## src/rtl/bram_stream_reader.sv

```systemverilog
// ----------------------------------------------------------------------------
// bram_stream_reader
//
// Reads a burst of consecutive words from a single-port synchronous RAM and
// streams them out over a valid/ready interface. A 2-entry output FIFO
// absorbs the one-cycle RAM read latency so the stream runs at one word per
// cycle while the sink is ready, and never loses a word when it stalls.
//
// Build option:
//   RD_REVERSE_EN  when defined, the burst walks descending addresses
//                  (start_addr, start_addr-1, ...); otherwise ascending.
//                  Ports and latency are identical in both builds.
//
// Ports:
//   clk            single clock, rising edge
//   rst_n          synchronous active-low reset
//   start          begin a burst (only honoured while busy=0)
//   start_addr     first word address, sampled with start
//   len            number of words, 0..2**ADDR_WIDTH, sampled with start
//   mem_addr       RAM address (holds its value between reads)
//   mem_write_en   RAM write enable, tied to 0
//   mem_data_in    RAM write data, tied to 0
//   mem_data_out   RAM read data, valid one cycle after mem_addr
//   m_valid        stream word available
//   m_ready        stream sink ready
//   m_data         stream word
//   busy           burst in progress
//   done           one-cycle pulse after the last word of a burst
// ----------------------------------------------------------------------------
module bram_stream_reader #(
    parameter int ADDR_WIDTH = 8,
    parameter int DATA_WIDTH = 16
) (
    input  logic                  clk,
    input  logic                  rst_n,
    input  logic                  start,
    input  logic [ADDR_WIDTH-1:0] start_addr,
    input  logic [ADDR_WIDTH:0]   len,
    output logic [ADDR_WIDTH-1:0] mem_addr,
    output logic                  mem_write_en,
    output logic [DATA_WIDTH-1:0] mem_data_in,
    input  logic [DATA_WIDTH-1:0] mem_data_out,
    output logic                  m_valid,
    input  logic                  m_ready,
    output logic [DATA_WIDTH-1:0] m_data,
    output logic                  busy,
    output logic                  done
);

    typedef enum logic [1:0] {
        IDLE  = 2'd0,
        ISSUE = 2'd1,
        DRAIN = 2'd2
    } state_t;

    localparam logic [ADDR_WIDTH:0]   CNT_ONE  = {{ADDR_WIDTH{1'b0}}, 1'b1};
    localparam logic [ADDR_WIDTH-1:0] ADDR_ONE = {{(ADDR_WIDTH-1){1'b0}}, 1'b1};

    state_t state;
    state_t state_next;

    // Burst bookkeeping
    logic [ADDR_WIDTH-1:0] addr_reg;      // address presented to the RAM
    logic [ADDR_WIDTH-1:0] addr_next;     // following address in burst order
    logic [ADDR_WIDTH:0]   len_reg;       // words requested
    logic [ADDR_WIDTH:0]   issued_cnt;    // reads issued so far
    logic                  inflight;      // a read was issued last cycle
    logic                  done_reg;

    // Output FIFO (2 entries)
    logic [DATA_WIDTH-1:0] fifo_mem [2];
    logic                  fifo_wr_ptr;
    logic                  fifo_rd_ptr;
    logic [1:0]            fifo_count;

    // Per-cycle control
    logic       start_ok;    // start accepted with a non-empty burst
    logic       start_zero;  // start accepted with len = 0
    logic       pop;
    logic       push;
    logic [2:0] occupancy;   // FIFO words + word in flight, after this pop
    logic       issue;
    logic       last_issue;
    logic       last_pop;

    // ------------------------------------------------------------------
    // Handshake and occupancy
    // ------------------------------------------------------------------
    assign pop  = (fifo_count != 2'd0) && m_ready;
    assign push = inflight;

    // pop can only be 1 when the FIFO holds a word, so this never underflows.
    assign occupancy = {1'b0, fifo_count} + {2'b00, inflight} - {2'b00, pop};

    assign start_ok   = (state == IDLE) && start && (len != '0);
    assign start_zero = (state == IDLE) && start && (len == '0);

    // The burst's final word leaves when everything has been issued, nothing
    // is in flight, and the FIFO is handing over its only entry.
    assign last_pop = (state == DRAIN) && pop && (fifo_count == 2'd1) && !inflight;

`ifdef RD_REVERSE_EN
    assign addr_next = addr_reg - ADDR_ONE;
`else
    assign addr_next = addr_reg + ADDR_ONE;
`endif

    // ------------------------------------------------------------------
    // FSM: state register
    // ------------------------------------------------------------------
    always_ff @(posedge clk) begin
        // NOTE: sequential state uses non-blocking assignments so every
        // register samples the pre-edge values, independent of block order.
        if (!rst_n) begin
            state <= IDLE;
        end else begin
            state <= state_next;
        end
    end

    // ------------------------------------------------------------------
    // FSM: next-state logic
    // ------------------------------------------------------------------
    always_comb begin
        // NOTE: a default assignment ahead of the case keeps every path
        // driven, so no latch is inferred.
        state_next = state;
        case (state)
            IDLE:    if (start_ok)   state_next = ISSUE;
            ISSUE:   if (last_issue) state_next = DRAIN;
            DRAIN:   if (last_pop)   state_next = IDLE;
            default:                 state_next = IDLE;
        endcase
    end

    // ------------------------------------------------------------------
    // FSM: outputs
    // ------------------------------------------------------------------
    always_comb begin
        busy       = 1'b0;
        issue      = 1'b0;
        last_issue = 1'b0;
        case (state)
            IDLE: begin
                busy = 1'b0;
            end
            ISSUE: begin
                busy = 1'b1;
                // Read only while words remain and the FIFO plus the word in
                // flight leaves room for the one this read will return.
                issue      = (issued_cnt < len_reg) && (occupancy < 3'd2);
                last_issue = issue && ((issued_cnt + CNT_ONE) == len_reg);
            end
            DRAIN: begin
                busy = 1'b1;
            end
            default: begin
                busy = 1'b0;
            end
        endcase
    end

    // ------------------------------------------------------------------
    // Address generation and burst counters
    // ------------------------------------------------------------------
    always_ff @(posedge clk) begin
        if (!rst_n) begin
            addr_reg   <= '0;
            len_reg    <= '0;
            issued_cnt <= '0;
            inflight   <= 1'b0;
            done_reg   <= 1'b0;
        end else begin
            if (start_ok) begin
                // The first address is presented immediately so the first
                // read can go out in the first ISSUE cycle.
                addr_reg   <= start_addr;
                len_reg    <= len;
                issued_cnt <= '0;
            end else if (issue) begin
                issued_cnt <= issued_cnt + CNT_ONE;
                // After the final read the address stays put.
                if (!last_issue) begin
                    addr_reg <= addr_next;
                end
            end
            inflight <= issue;
            done_reg <= start_zero || last_pop;
        end
    end

    // ------------------------------------------------------------------
    // Output FIFO
    // ------------------------------------------------------------------
    always_ff @(posedge clk) begin
        if (!rst_n) begin
            // NOTE: the FIFO storage is reset as well because its head drives
            // m_data directly and m_data must read 0 after reset.
            fifo_mem[0] <= '0;
            fifo_mem[1] <= '0;
            fifo_wr_ptr <= 1'b0;
            fifo_rd_ptr <= 1'b0;
            fifo_count  <= 2'd0;
        end else begin
            if (push) begin
                fifo_mem[fifo_wr_ptr] <= mem_data_out;
                fifo_wr_ptr           <= ~fifo_wr_ptr;
            end
            if (pop) begin
                fifo_rd_ptr <= ~fifo_rd_ptr;
            end
            case ({push, pop})
                2'b10:   fifo_count <= fifo_count + 2'd1;
                2'b01:   fifo_count <= fifo_count - 2'd1;
                default: fifo_count <= fifo_count;
            endcase
        end
    end

    // ------------------------------------------------------------------
    // Output assignments
    // ------------------------------------------------------------------
    assign mem_addr     = addr_reg;
    assign mem_write_en = 1'b0;
    assign mem_data_in  = '0;
    assign m_valid      = (fifo_count != 2'd0);
    assign m_data       = fifo_mem[fifo_rd_ptr];
    assign done         = done_reg;

endmodule

```

## config.mk

```make
export PLATFORM = sky130hd
export DESIGN_NAME = bram_stream_reader
export DESIGN_NICKNAME = d
export VERILOG_FILES = /design/src/rtl/bram_stream_reader.sv
export SDC_FILE = /design/constraint.sdc
export NUM_CORES = 1
export LEC_CHECK = 0
export ABC_AREA = 1
export CORE_ASPECT_RATIO = 0.5
export CORE_UTILIZATION = 46
export DETAILED_ROUTE_END_ITERATION = 6
export GPL_ROUTABILITY_DRIVEN = 0
export PLACE_DENSITY = 0.87
export SLEW_MARGIN = 20
export SYNTH_ARGS = -nofsm -noshare
export SYNTH_HDL_FRONTEND = slang
export SYNTH_SLANG_ARGS = --single-unit
export TNS_END_PERCENT = 5
```

## constraint.sdc

```tcl
create_clock -name clk -period 2.6 [get_ports clk]
set_input_delay 0.52 -clock clk [delete_from_list [all_inputs] [get_ports clk]]
set_output_delay 0.52 -clock clk [all_outputs]
set_load 0.005 [all_outputs]
```

==> results of run 1 <==
## worst paths after layout
check | startpoint | end | cells after the start
min reg2reg | fifo_rd_ptr | fifo_rd_ptr | 2
min | fifo_rd_ptr | fifo_rd_ptr | 2
max reg2reg | fifo_count[1] | issued_cnt[3] | 17
max | fifo_count[1] | issued_cnt[3] | 17
## layout make-up
type                       count  area [sq um]
fill                         580          2510
clock buffer                   9           225
inverter                      68           258
sequential                    67          1660
tap                          108           135
clock inverter                 7          82.6
timing repair buffer          99           921
multi-input combinational    317          1850
## cells by family after synthesis
kind of cell,count (synthesis)
buffers and inverters,100
other,1
AOI/OAI and AO/OA,63
and+or+nand+nor,196
DFF,67
muxes,16
adders and majority gates,17
xor gates and xnor gates,7
## Yosys cell counts (2+ instances only)
cell type and count:
nand3_1 31, xor2_1 6, ha_1 16, nand2_4 2, buf_2 4, clkbuf_1 5, edfxtp_1 32, a21oi_1 27
nor2_1 70, nand2_2 4, a31oi_1 3, dfxtp_1 35, o21ai_0 26, inv_1 67, a21oi_2 2, nand2_1 76
buf_4 21, nand4_1 6, mux2_2 16, nor2_2 3
## power by group through the flow
stage          clock network, mW  logic, mW  registers, mW
6_report                    1.26       2.61           1.57
3_5_place_dp                   0       2.05           1.58
2_1_floorplan                  0       1.40           1.52
3_3_place_gp                   0       1.96           1.56
5_1_grt                     1.32       2.87           1.60
4_1_cts                     1.27       2.37           1.56
## repair_timing
action                                  CTS  global route
endpoints found under the setup margin   19            21
endpoints found under the hold margin     0             0
buffers inserted                         16             4
gates cloned                              2             0
resized for setup                        18            26
pin swaps                                10            10
## worst max-delay path: cells and delay by family (launching register included)
family                   cells  cell delay, ns
buffers and inverters        6            0.53
AND/OR/NAND/NOR              7            0.79
flip-flops                   1            0.34
AO/OA/AOI/OAI                2            0.21
adder cells (fa/ha/maj)      2            0.70
## through the flow
step	worst slack, ns	utilization, %	power (mW)	cell area [sq um]
after floorplan	0.0303	-	2.92	3860
after global placement	-0.394	59.2	3.52	4530
after detailed placement	-0.522	59.2	3.63	4530
after CTS	0.00138	65.7	5.20	5030
after global routing	-0.169	67.1	5.79	5140
final	-0.0660	67.1	5.44	5140
## layer usage
layer  vias up  part of all wire [%]
met3        30                   7.1
met2       137                    51
met4         0                   3.2
met5         -                     0
met1      1577                    39
li1       1670                     -
==> flow_summary.rst, run 1 <==
.. list-table::
   :header-rows: 1

   * - Metric
     - Value
   * - Status
     - finished, violations left
   * - Failing checks
     - setup timing
   * - Die Ht
     - 66.2 microns
   * - Final Slew Violations
     - 0
   * - Avg Cell Area, Syn
     - 8.12 sq um
   * - Area share of the largest cell type after synthesis
     - 25.3%
   * - Placed cell count
     - 638
   * - Global router's overall resource usage
     - 23.2%
   * - Clock net sink count
     - 67
   * - Number of hold violations in the final report
     - 0
   * - Met2 capacity usage during global routing
     - 42.1%
   * - Post-synthesis instance area
     - 0.00379 sq mm
   * - Flip-flop count of the largest register, all copies and words added
     - 32
   * - Flop-to-flop setup slack
     - -0.07 ns
   * - Post-layout min period
     - 2.67 ns
   * - Largest net degree at the start of global routing
     - 28
   * - Final setup violation count
     - 15
   * - Share of power burned in registers
     - 28.9%
   * - Starting Density
     - 49.6%
   * - Wire length of the first global-routing pass
     - 15000 microns
   * - Combinational family with the most area after synthesis
     - simple AND/OR/NAND/NOR gates
   * - Count of flip-flops with a built-in enable after synthesis
     - 32
   * - Worst Slack Setup Final
     - -0.0660 ns
   * - Vias per std cell
     - 5.06
   * - Predominant post-synthesis flop cell
     - dfxtp_1
   * - Root Driver
     - clkbuf_16
   * - Clk pin slew, worst setup/hold paths
     - 0.06 ns
   * - Synthesis-to-finish area growth
     - 35.5%
   * - Max Clk Rate
     - 0.375 GHz
   * - Wirelength per Cell
     - 14.0 microns
   * - Max-cap violation count
     - 0
   * - RSZ-0062 raised after global routing
     - yes
   * - Vias in the first global route
     - 3213
   * - Largest cells by area after synthesis
     - edfxtp_1 (25%), dfxtp_1 (18%), nand2_1 (7.5%), nor2_1 (6.9%), inv_1 (6.6%)
   * - Most congested layer reported by global routing
     - met2
   * - Maximum single-stage delay on the critical path
     - 0.54 ns
   * - Worst-skew pair later-pin latency
     - 0.34 ns
   * - Port buffer count
     - 63
   * - Leading area contributor after synthesis
     - edfxtp_1
   * - Post-synthesis instance total
     - 467
   * - Setup TNS Final
     - -0.430 ns
   * - Number of flip-flops and latches in the synthesized netlist
     - 67
   * - Switching share of power
     - 38.9%
   * - Most common cell after layout, fill and taps aside
     - nand2_1
   * - Num ports
     - 81
   * - Die Span X
     - 130 microns
   * - Remaining global-route overflow
     - 0
   * - Warnings from Yosys
     - 0
   * - Post-Route Skew
     - 0.00503 ns
   * - Psw
     - 2.12 mW
   * - Hold Buf Count CTS
     - 0
   * - Total Die Area
     - 0.00863 sq mm
   * - Total power per unit cell area
     - 1060 mW/mm^2
   * - Worst Hold Class
     - flip-flop to flip-flop
   * - Post-synthesis mux area share
     - 4.75%
   * - Maximum clock insertion buffer count
     - 2
   * - Final critical-path share of the clock period
     - 103%
   * - N_diodes
     - 0
   * - Sequential area share after synthesis
     - 43.8%
   * - Antenna violations before repair
     - 0
   * - Critical-path cell with the highest stage delay
     - fa_2
   * - Power share of the clock group
     - 23.1%
   * - TritonCTS clock tree
     - yes
   * - Number of routed nets with antenna violations
     - 0
   * - Worst vdd rail ir drop
     - 0.537 mV
   * - Net count reported at finish
     - 616
   * - Met3 track utilization from global routing
     - 5.91%
   * - Post-detailed-route DRC marker count
     - 0
   * - Wirelength, routed
     - 9480 microns
   * - FFs w/ async S/R, synth
     - 0%
   * - Final Instance Count excl. Fillers
     - 675
   * - Internal portion of total power
     - 3.32 mW
   * - Compound-gate portion of the synthesized area
     - 9.14%
   * - Hold slack
     - 0.474 ns
   * - Number of distinct library cells after synthesis
     - 35
   * - Data arrival time of the critical path
     - 2.92 ns
   * - Core outline area
     - 0.00765 sq mm
   * - Xor-xnor portion of the synthesized cell area
     - 1.62%
   * - Half-perimeter wire length after detailed placement
     - 6130 microns
   * - Proportion of layout cells with a drive suffix above 1
     - 19.9%
   * - Required time of the worst setup path
     - 2.86 ns
   * - Static Leakage
     - 2.29 nW
   * - Kind of critical path
     - flip-flop to flip-flop
   * - Series of cell instances along the critical path
     - inv_2 -> ha_4 -> nor2_4 -> inv_2 -> nor2_4 -> nor2_2 -> nor2_1 -> inv_1 -> fa_2 -> inv_2 -> nor2_2 -> nand4_1 -> nor2_4 -> buf_12 -> buf_8 -> o21ai_2 -> a31oi_1
   * - Top fanout value on the critical path
     - 6
   * - Most frequent cells in the layout
     - nand2_1 (75), inv_1 (62), nor2_1 (62), clkdlybuf4s50_1 (62), dfxtp_1 (33)
   * - Count of vias placed by the detailed router
     - 3414
   * - Met1 layer usage reported by global route
     - 25.9%
   * - Kind of start point of the critical path
     - flip-flop
   * - Row count
     - 22
   * - CTS H-tree lvls
     - 3
   * - Number of buffers inserted during clock tree synthesis
     - 9
   * - Initial drt markers
     - 201
   * - Synthesized-area fraction occupied by and/or/nand/nor cells
     - 22.4%
   * - Power share of the combinational group
     - 48.0%
   * - Post-synthesis adder-cell area fraction
     - 5.81%
   * - Pre-antenna DRT Iters
     - 4
   * - Kind of capture point of the worst setup path
     - flip-flop
No activity file was read; power rests on OpenSTA's default activity.
==> run 2, diff against run 1 <==
--- a/config.mk
+++ b/config.mk
@@ -6,8 +6,10 @@
 export NUM_CORES = 1
 export LEC_CHECK = 0
 export ABC_AREA = 1
+export CAP_MARGIN = 30
 export CORE_ASPECT_RATIO = 0.5
 export CORE_UTILIZATION = 46
+export CTS_CLUSTER_DIAMETER = 200
 export DETAILED_ROUTE_END_ITERATION = 6
 export GPL_ROUTABILITY_DRIVEN = 0
 export PLACE_DENSITY = 0.87
==> results of run 2 <==
Same layout as run 1: the final DEF is identical, and so are final timing and power.
==> run 3, diff against run 2 <==
--- a/config.mk
+++ b/config.mk
@@ -7,7 +7,7 @@
 export LEC_CHECK = 0
 export ABC_AREA = 1
 export CAP_MARGIN = 30
-export CORE_ASPECT_RATIO = 0.5
+export CORE_ASPECT_RATIO = 1.25
 export CORE_UTILIZATION = 46
 export CTS_CLUSTER_DIAMETER = 200
 export DETAILED_ROUTE_END_ITERATION = 6
==> run 3 against run 2 <==
  * The run still ends with setup timing left
  * Worst setup slack better by 0.044 ns
  * Via count shrank 3.7%
  * Clock-buffer cell count unchanged
  * Clock power decreased by 37%
  * Clock skew grew 0.0094 ns
  * Worst hold slack better by 0.017 ns
  * Maximum frequency grew 1.7%
  * Global-route usage fell by 2.8 points
  * Die area shrank 0.24%
  * Non-clock buffer count shrank 13
  * Sequential cell count is the same
  * Critical path type unchanged
  * Largest cell class unchanged
  * Largest power group unchanged
==> flow_summary.rst, run 3 (synthesized netlist as in run 1, its figures left out) <==
.. list-table::
   :header-rows: 1

   * - Metric
     - Value
   * - RSZ-0062 raised after global routing
     - yes
   * - Root Driver
     - clkbuf_8
   * - Metal2 WL
     - 4510 microns (-6.1%)
   * - Worst vdd rail ir drop
     - 0.590 mV (+9.8%)
   * - Number of buffers inserted during clock tree synthesis
     - 9 (unchanged)
   * - Number of hold violations in the final report
     - 0 (unchanged)
   * - Row count
     - 36 (+64%)
   * - Top fanout value on the critical path
     - 8 (+2)
   * - Synthesis-to-finish area growth
     - 28.4%
   * - Die Span X
     - 83.2 microns (-36%)
   * - Most frequent cells in the layout
     - nand2_1 (76), nor2_1 (63), inv_1 (62), clkdlybuf4s50_1 (62), dfxtp_1 (33)
   * - Tightest slew margin relative to the limit
     - 54.6%
   * - Maximum clock insertion buffer count
     - 2 (unchanged)
   * - Num ports
     - 81 (unchanged)
   * - WP buf/inv
     - 6 (unchanged)
   * - Hold slack
     - 0.490 ns (+0.0167 ns)
   * - Worst path most repeated cell
     - nor2_4
   * - Final critical-path share of the clock period
     - 101% (-1.7 points)
   * - Port buffer count
     - 63 (unchanged)
   * - Clock net sink count
     - 67 (unchanged)
   * - Core outline area
     - 0.00788 sq mm (+3.0%)
   * - Worst Hold Class
     - flip-flop to flip-flop
   * - Final setup violation count
     - 3 (-12)
   * - Antenna violations before repair
     - 0 (unchanged)
   * - Total Die Area
     - 0.00861 sq mm (-0.24%)
   * - Clk pin slew, worst setup/hold paths
     - 0.08 ns (+0.02 ns)
   * - Kind of capture point of the worst setup path
     - flip-flop
   * - Highest layer used for signal routing
     - met4
   * - Total power
     - 4.78 mW (-12%)
   * - Length in cells of the worst reg-to-reg path
     - 17 (unchanged)
   * - Worst Slack Setup Final
     - -0.0223 ns (+0.0437 ns)
   * - Series of cell instances along the critical path
     - inv_4 -> ha_4 -> nor2_4 -> inv_2 -> nor2_4 -> nor2_4 -> nor2_2 -> inv_2 -> fa_2 -> inv_1 -> nor2_1 -> nand4_1 -> nor2_4 -> buf_12 -> inv_4 -> a21oi_1 -> a211oi_2
   * - Die Ht
     - 104 microns (+56%)
   * - Worst-skew pair later-pin latency
     - 0.35 ns (about the same)
   * - WL met1
     - 3370 microns (-8.9%)
   * - Maximum single-stage delay on the critical path
     - 0.51 ns (-0.03 ns)
   * - Critical-path cell with the highest stage delay
     - fa_2
   * - Kind of start point of the critical path
     - flip-flop
   * - Proportion of layout cells with a drive suffix above 1
     - 17.3% (-2.6 points)
   * - Static Leakage
     - 2.18 nW (-4.9%)
   * - Most common cell after layout, fill and taps aside
     - nand2_1
   * - Half-perimeter wire length after detailed placement
     - 5790 microns (-5.6%)
   * - Remaining global-route overflow
     - 0 (unchanged)
   * - Failing checks
     - setup timing
   * - Starting Density
     - 48.1% (-1.4 points)
   * - Post-layout min period
     - 2.62 ns (-0.0437 ns)
   * - Wirelength per Cell
     - 13.3 microns (-5.4%)
   * - Count of cell instances traversed by the critical path
     - 17 (unchanged)
   * - Post-detailed-route DRC marker count
     - 0 (unchanged)
   * - Wirelength, routed
     - 8620 microns (-9.0%)
   * - Count of vias placed by the detailed router
     - 3286 (-3.7%)
   * - Least-Margin Pin Slew
     - 0.679 ns
   * - Max-cap violation count
     - 0 (unchanged)
   * - Max Clk Rate
     - 0.381 GHz (+1.7%)
   * - Kind of critical path
     - flip-flop to flip-flop
   * - Hold Path Depth
     - 2 (unchanged)
   * - Status
     - finished, violations left
   * - Net count reported at finish
     - 603 (-2.1%)
   * - Total power per unit cell area
     - 981 mW/mm^2 (-7.3%)
   * - TritonCTS clock tree
     - yes
   * - CTS H-tree lvls
     - 3 (unchanged)
   * - Routed met3 length
     - 437 microns (-35%)
   * - Required time of the worst setup path
     - 2.83 ns (-0.03 ns)
   * - Largest net degree at the start of global routing
     - 29 (+3.6%)
   * - Vias in the first global route
     - 3143 (-2.2%)
   * - Initial drt markers
     - 205 (+2.0%)
   * - Vias per std cell
     - 5.06 (+0.11%)
   * - Number of routed nets with antenna violations
     - 0 (unchanged)
   * - Final Slew Violations
     - 0 (unchanged)
   * - Post-Route Skew
     - 0.0145 ns (+0.00942 ns)
   * - Kind of cell adding the most delay to the critical path
     - simple AND/OR/NAND/NOR gates
   * - Wire length of the first global-routing pass
     - 14100 microns (-5.5%)
   * - Pre-antenna DRT Iters
     - 4 (unchanged)
   * - Data arrival time of the critical path
     - 2.85 ns (-0.07 ns)
   * - Global router's overall resource usage
     - 20.4% (-2.8 points)
   * - N_diodes
     - 0 (unchanged)
   * - Flip-flop count of the largest register, all copies and words added
     - 32 (unchanged)
## run 3: cell count changes in the layout (fill, tap and decap cells not counted), moves of 3 or more
cell	change
buf_4	-13
clkbuf_8	+9
o21ai_1	+3
clkbuf_16	-9
## run 3: final cells by class
| cell class | count | area, sq um |
|---|---|---|
| multi-input cells | 317 | 1830 |
| clock buffers | 9 | 124 |
| inverters | 68 | 260 |
| flip-flops and latches | 67 | 1670 |
| clock inverters | 7 | 51.3 |
| repair buffers | 86 | 823 |
| well taps | 95 | 119 |
| fillers | 633 | 3010 |
## run 3: timing repair
item,4_1_cts,5_1_grt
endpoints found under the setup margin,18,20
pin swaps,12,11
cloned,2,0
gates resized for setup,29,13
buffers inserted,4,3
hold buffers,0,0
## run 3: path summary, 6_finish.rpt
path	slack [ns]	endpoint	startpoint
setup / recovery	-0.02	issued_cnt[5]	fifo_count[1]
hold reg to reg	0.49	fifo_wr_ptr	fifo_wr_ptr
hold / removal	0.49	fifo_wr_ptr	fifo_wr_ptr
setup reg to reg	-0.02	issued_cnt[5]	fifo_count[1]
## run 3: worst reg2reg max path, delay by kind of cell, from the launching register on
| family | cells | cell delay, ns |
|---|---|---|
| flops | 1 | 0.36 |
| compound gates | 2 | 0.25 |
| simple gates | 7 | 0.86 |
| buf+inv | 6 | 0.38 |
| fa+ha+maj | 2 | 0.67 |
## run 3: power breakdown
part	switching, mW	leakage [nW]	total, mW	internal [mW]
clock	0.436	0.0933	0.790	0.354
combinational	1.30	1.47	2.42	1.12
sequential	0.214	0.619	1.57	1.35
total	1.95	2.18	4.78	2.83
## run 3: layer usage
layer / up-vias / GRT usage [%]
met3: 22 / 3.98
met5: - / 0
met4: 0 / 14.0
met2: 111 / 35.2
met1: 1516 / 22.4
li1: 1637 / -
## run 3: per-stage QoR
stage          utilization [%]  cell area [sq um]  worst slack, ns  instances  setup TNS [ns]
2_1_floorplan                -               3860           0.0303        483               0
3_3_place_gp              57.2               4510           -0.364        624           -6.37
3_5_place_dp              57.2               4510           -0.479        624           -8.37
4_1_cts                   60.9               4800          -0.0312        646          -0.104
5_1_grt                   61.8               4870           -0.144        649           -2.06
6_report                  61.8               4870          -0.0223        649         -0.0359
